===== src/rtl/mdio_cmd_arbiter.sv =====
// mdio_cmd_arbiter: shares one MDIO master between NUM_REQ requesters using
// round-robin arbitration. The winner's command is latched, the master's begin
// strobe is pulsed and the arbiter waits for finish. Read data and a done/err
// strobe go back to the owning requester only.
// Optional feature macro: MDIO_TIMEOUT_EN. When it is defined, a 32-bit watchdog
// ends a command that runs TIMEOUT_CYC cycles without finish (err=1,
// rdata=16'hFFFF). Without it, WAIT waits indefinitely.
module mdio_cmd_arbiter #(
  parameter int NUM_REQ     = 2,
  parameter int TIMEOUT_CYC = 20000
) (
  input  logic                    sys_clk_100m,
  input  logic                    sys_rst_n,
  input  logic [NUM_REQ-1:0]      i_req,
  input  logic [2*NUM_REQ-1:0]    i_req_op,
  input  logic [5*NUM_REQ-1:0]    i_req_phy_addr,
  input  logic [5*NUM_REQ-1:0]    i_req_reg_addr,
  input  logic [16*NUM_REQ-1:0]   i_req_wdata,
  output logic [NUM_REQ-1:0]      o_req_ack,
  output logic [NUM_REQ-1:0]      o_req_done,
  output logic                    o_req_err,
  output logic [15:0]             o_req_rdata,
  output logic [1:0]              o_operation,
  output logic [4:0]              o_phy_addr,
  output logic [4:0]              o_reg_addr,
  output logic [15:0]             o_write_data,
  output logic                    o_operation_begin,
  input  logic [15:0]             i_master_read_data,
  input  logic                    i_master_read_valid,
  input  logic                    i_operation_finish,
  input  logic                    i_mdio_master_busy
);

  localparam int IW = (NUM_REQ > 1) ? $clog2(NUM_REQ) : 1;

  typedef enum logic [1:0] {IDLE, ISSUE, WAIT, DONE} state_t;

  state_t        state;
  state_t        next_state;
  logic [IW-1:0] ptr;
  logic [IW-1:0] win;
  logic [IW-1:0] pick;
  logic          pick_valid;
  logic          first_wait;
  logic          err_flag;
  logic          op_ok;
  logic          finish_seen;
  logic          timeout_hit;

  // Only write (01) and read (10) are real MDIO operations.
  assign op_ok       = (o_operation == 2'b01) || (o_operation == 2'b10);
  // Finish is not trusted in the first WAIT cycle (master may still show the previous one).
  assign finish_seen = i_operation_finish && !first_wait;

  // Round-robin pick: first requester at or after ptr, wrapping at NUM_REQ.
  always_comb begin
    int idx;
    idx        = 0;
    pick       = '0;
    pick_valid = 1'b0;
    for (int k = NUM_REQ - 1; k >= 0; k--) begin
      idx = int'(ptr) + k;
      if (idx >= NUM_REQ) idx = idx - NUM_REQ;
      if (i_req[idx]) begin
        pick       = IW'(idx);
        pick_valid = 1'b1;
      end
    end
  end

`ifdef MDIO_TIMEOUT_EN
  logic [31:0] timer;

  // Watchdog: cleared while issuing, counts every WAIT cycle.
  always_ff @(posedge sys_clk_100m) begin
    if (!sys_rst_n)          timer <= '0;
    else if (state == ISSUE) timer <= '0;
    else if (state == WAIT)  timer <= timer + 32'd1;
  end

  // A genuine finish in the same cycle as expiry takes priority over the timeout.
  assign timeout_hit = (state == WAIT) && !finish_seen &&
                       (timer == 32'(TIMEOUT_CYC - 1));
`else
  assign timeout_hit = 1'b0;
`endif

  // State register.
  always_ff @(posedge sys_clk_100m) begin
    if (!sys_rst_n) state <= IDLE;
    else            state <= next_state;
  end

  // Next-state logic.
  always_comb begin
    next_state = state;
    case (state)
      IDLE:    if (pick_valid && !i_mdio_master_busy) next_state = ISSUE;
      ISSUE:   next_state = op_ok ? WAIT : DONE;
      WAIT:    if (finish_seen || timeout_hit) next_state = DONE;
      DONE:    next_state = IDLE;
      default: next_state = IDLE;
    endcase
  end

  // Command latch, registered strobes, read-data capture and rr pointer update.
  always_ff @(posedge sys_clk_100m) begin
    if (!sys_rst_n) begin
      ptr               <= '0;
      win               <= '0;
      first_wait        <= 1'b0;
      err_flag          <= 1'b0;
      o_req_ack         <= '0;
      o_req_done        <= '0;
      o_req_err         <= 1'b0;
      o_req_rdata       <= 16'h0000;
      o_operation       <= 2'b00;
      o_phy_addr        <= 5'h00;
      o_reg_addr        <= 5'h00;
      o_write_data      <= 16'h0000;
      o_operation_begin <= 1'b0;
    end else begin
      o_req_ack         <= '0;
      o_req_done        <= '0;
      o_req_err         <= 1'b0;
      o_operation_begin <= 1'b0;
      case (state)
        IDLE: begin
          if (next_state == ISSUE) begin
            win          <= pick;
            err_flag     <= 1'b0;
            o_operation  <= i_req_op[int'(pick)*2 +: 2];
            o_phy_addr   <= i_req_phy_addr[int'(pick)*5 +: 5];
            o_reg_addr   <= i_req_reg_addr[int'(pick)*5 +: 5];
            o_write_data <= i_req_wdata[int'(pick)*16 +: 16];
          end
        end
        ISSUE: begin
          o_req_ack         <= NUM_REQ'(1) << win;
          o_operation_begin <= op_ok;
          first_wait        <= 1'b1;
          if (!op_ok) err_flag <= 1'b1;
        end
        WAIT: begin
          first_wait <= 1'b0;
          if ((o_operation == 2'b10) && i_master_read_valid)
            o_req_rdata <= i_master_read_data;
          if (timeout_hit) begin
            err_flag    <= 1'b1;
            o_req_rdata <= 16'hFFFF;
          end
        end
        DONE: begin
          o_req_done <= NUM_REQ'(1) << win;
          o_req_err  <= err_flag;
          ptr        <= (int'(win) == NUM_REQ - 1) ? '0 : win + IW'(1);
        end
        default: ;
      endcase
    end
  end

endmodule


===== config.mk =====
export PLATFORM = sky130hd
export DESIGN_NAME = mdio_cmd_arbiter
export DESIGN_NICKNAME = d
export VERILOG_FILES = /design/src/rtl/mdio_cmd_arbiter.sv
export SDC_FILE = /design/constraint.sdc
export NUM_CORES = 1
export LEC_CHECK = 0
export BUFFER_PORTS_ARGS = -buffer_cell sky130_fd_sc_hd__buf_2
export CAP_MARGIN = 10
export CELL_PAD_IN_SITES_DETAIL_PLACEMENT = 1
export CELL_PAD_IN_SITES_GLOBAL_PLACEMENT = 1
export CORE_MARGIN = 4
export CORE_UTILIZATION = 32
export CTS_CLUSTER_SIZE = 10
export DETAILED_ROUTE_END_ITERATION = 10
export HOLD_SLACK_MARGIN = 0.12
export MAX_ROUTING_LAYER = met4
export PLACE_DENSITY_LB_ADDON = 0.3
export SLEW_MARGIN = 5
export SYNTH_ARGS = -nofsm -noshare
export SYNTH_HDL_FRONTEND = slang
export SYNTH_SLANG_ARGS = --single-unit
export TNS_END_PERCENT = 5

===== constraint.sdc =====
create_clock -name sys_clk_100m -period 2.5 [get_ports sys_clk_100m]
set_clock_uncertainty 0.05 [all_clocks]
set_input_delay 0.375 -clock sys_clk_100m [delete_from_list [all_inputs] [get_ports sys_clk_100m]]
set_output_delay 0.375 -clock sys_clk_100m [all_outputs]
set_load 0.02 [all_outputs]

==> results.sh <==
export IMPL_cts_max_level=2
export IMPL_tns_ns=0
export IMPL_synth_area_mux_share=0.1173
export IMPL_yosysSeqAreaShare=0.4530
export IMPL_grt_pass1_vias=2205
export IMPL_cts_root_buf="clkbuf_8"
export IMPL_finalSetupViolCount=0
export IMPL_rsz0062_at_grt="false"
export IMPL_dp_hpwl_mm=5.157
export IMPL_routed_wl_mm=6.574
export IMPL_syn_inst=249
export IMPL_worst_ep_required_time_ns=2.65
export IMPL_core_area_sq_um=7370
export IMPL_synthArstFlopShare=0
export IMPL_holdBufCountCts=0
export IMPL_synth_area_leader_cell="dfxtp_1"
export IMPL_initial_core_util=0.3358
export IMPL_slowest_delay_ns=0.44
export IMPL_min_period_ns=2.129
export IMPL_path_class="reg -> reg"
export IMPL_synth_flop_cell="dfxtp_1"
export IMPL_grt_overflow=0
export IMPL_grt_use_total=0.1479
export IMPL_num_antenna_cells=0
export IMPL_synth_compound_area_frac=0.2169
export IMPL_port_buffers=128
export IMPL_rows=31
export IMPL_crit_start="state[0]"
export IMPL_power_density_nw_per_um2=1015
export IMPL_die_width_um=95.95
export IMPL_status="finished, final reports clean"
export IMPL_synth_top_cell_area_share=0.4530
export IMPL_worstReg2RegStart="state[0]"
export IMPL_drv_cap=0
export IMPL_num_fill_cells=891
export IMPL_route_detailed_drc=0
export IMPL_start_kind="register"
export IMPL_cts_resized=0
export IMPL_finalMaxSlewViolations=0
export IMPL_yosys_area_share_adder=0.03033
export IMPL_finalNetCount=456
export IMPL_yosys_area_share_xor_xnor=0
export IMPL_synth_distinct_cells=26
export IMPL_insertion_delay_ns=0.30
export IMPL_path_max_fanout=37
export IMPL_clock_sinks=56
export IMPL_final_cell_mix="128 x buf_2, 56 x dfxtp_1, 37 x nor2_1"
export IMPL_final_common_cell="buf_2"
export IMPL_clk_pin_slew_ns=0.10
export IMPL_clock_path_buffers=2
export IMPL_hold_path_startpoint="i_master_read_data[10]"
export IMPL_synth_edff_count=0
export IMPL_post_cts_buffers=0
export IMPL_dp_cells=463
export IMPL_synth_warnings=0
export IMPL_slew_headroom=0.5223
export IMPL_syn_nets=334
export IMPL_worst_slew_pin_slew_ns=0.7155
export IMPL_period_share=0.8514
export IMPL_max_freq_mhz=469.8
export IMPL_vias=2183
export IMPL_stdcell_count=470
export IMPL_ys_seq_elements=56
export IMPL_dieArea_sq_um=9205
export IMPL_drt_pass1_iter_count=3
export IMPL_peakVddDrop_mv=0.4253
export IMPL_synthTopCellsByArea="dfxtp_1 45%, a211oi_2 14%, mux2i_1 12%"
export IMPL_drive_above_1_share=0.4636
export IMPL_area_growth_pct=32.56
export IMPL_report_final_hold_viol_count=0
export IMPL_cp_cell_sequence="inv_1, ha_1, a2111oi_4, buf_12, nor2b_1, o221a_2"
export IMPL_postRouteAntennaNets=0
export IMPL_ios=129
export IMPL_post_place_ws_ns=0.3657
export IMPL_cts_buffers_inserted=5
export IMPL_synthesis_area_sq_um=2475
export IMPL_arrival_ns=2.28
export IMPL_syn_area_per_cell_sq_um=9.939
export IMPL_wire_per_inst_um=13.99
export IMPL_synth_top_family_by_area="compound AO/OA/AOI/OAI gates"
export IMPL_gp_congestion=0.7292
export IMPL_viasPerCell=4.645
export IMPL_cts_tree="built"
export IMPL_p_leak_uw=0.001589
export IMPL_antenna_found_initial=0
export IMPL_setup_ws_ns=0.3715
export IMPL_drt_iter0_markers=42
export IMPL_end_kind="register"
export IMPL_slowest_stage="a2111oi_4"
export IMPL_critPathTopFamily="compound AO/OA/AOI/OAI gates"
export IMPL_hold_class="in -> reg"
export IMPL_die_y_um=95.95
export IMPL_grt_max_degree=38
export IMPL_cp_num_buf_inv=2
export IMPL_grt_first_pass_wirelength_mm=10.37
export IMPL_synth_simple_area_share=0.1254
## worst reg2reg max path: cells and delay by family (launching register included)
family          cells  cell delay [ns]
compound gates      2             0.70
flops               1             0.41
fa+ha+maj           1             0.40
buf+inv             2             0.37
simple gates        1             0.09
## flip-flops by register name, indices dropped and copies added, names as in the netlist
register / cells
o_operation: 2
o_operation_begin: 1
ptr: 1
o_reg_addr: 5
o_req_ack: 2
err_flag: 1
win: 1
first_wait: 1
o_req_done: 2
o_phy_addr: 5
o_req_err: 1
o_write_data: 16
state: 2
o_req_rdata: 16
## where the power goes
| part | leakage (uW) | internal, uW | switching, uW | total, uW |
|---|---|---|---|---|
| Sequential | 0.000457 | 1080 | 93.0 | 1170 |
| Combinational | 0.00109 | 659 | 1020 | 1680 |
| Clock | 0.0000410 | 192 | 285 | 476 |
## final timing paths
| path | endpoint | cells after the start | slack, ns |
|---|---|---|---|
| max | err_flag | 6 | 0.37 |
| min | o_req_rdata[10] | 3 | 0.24 |
| max reg2reg | err_flag | 6 | 0.37 |
| min reg2reg | o_req_rdata[9] | 2 | 0.41 |
## cell type report
type | count | area (sq um) | share of cell area
multi-input cells | 169 | 1224 | 0.3730
flip-flops and latches | 56 | 1121 | 0.3417
inverters | 7 | 26.28 | 0.008009
repair buffers | 132 | 708.2 | 0.2159
clock inverters | 1 | 5.005 | 0.001526
clock buffers | 6 | 72.57 | 0.02212
well taps | 99 | 123.9 | 0.03776
## through the flow
step / util / total power, uW / hold WS [ns] / area [sq um]
after global placement: 0.4346 / 2828 / 0.3891 / 3203
final: 0.4452 / 3329 / 0.2430 / 3281
after global routing: 0.4452 / 3626 / 0.2381 / 3281
after floorplan: - / 2580 / 0.3763 / 2475
after detailed placement: 0.4346 / 2899 / 0.3955 / 3203
after CTS: 0.4452 / 3383 / 0.2342 / 3281
## cells in the mapped netlist, types with 3 or more instances
| cell | count |
|---|---|
| dfxtp_1 | 56 |
| nor2_1 | 37 |
| nand2_1 | 36 |
| mux2i_1 | 29 |
| a211oi_2 | 28 |
| a21oi_1 | 16 |
| clkbuf_1 | 7 |
| inv_1 | 7 |
| ha_1 | 6 |
| buf_6 | 4 |
| a211oi_1 | 3 |
## cells by family after synthesis
group,after synthesis
compound gates,55
fa+ha+maj,6
flops,56
simple gates,79
mux,29
buf+inv,24
## layer usage
layer  GRT usage  routed length [um]  vias to the layer above
li1            -                   -                     1092
met1      0.1782                2790                      994
met2      0.2420                3006                       92
met3     0.04769                 706                        5
met4     0.03199                  70                        0
met5           -                   0                        -
Power figures use the tool's default switching activity.
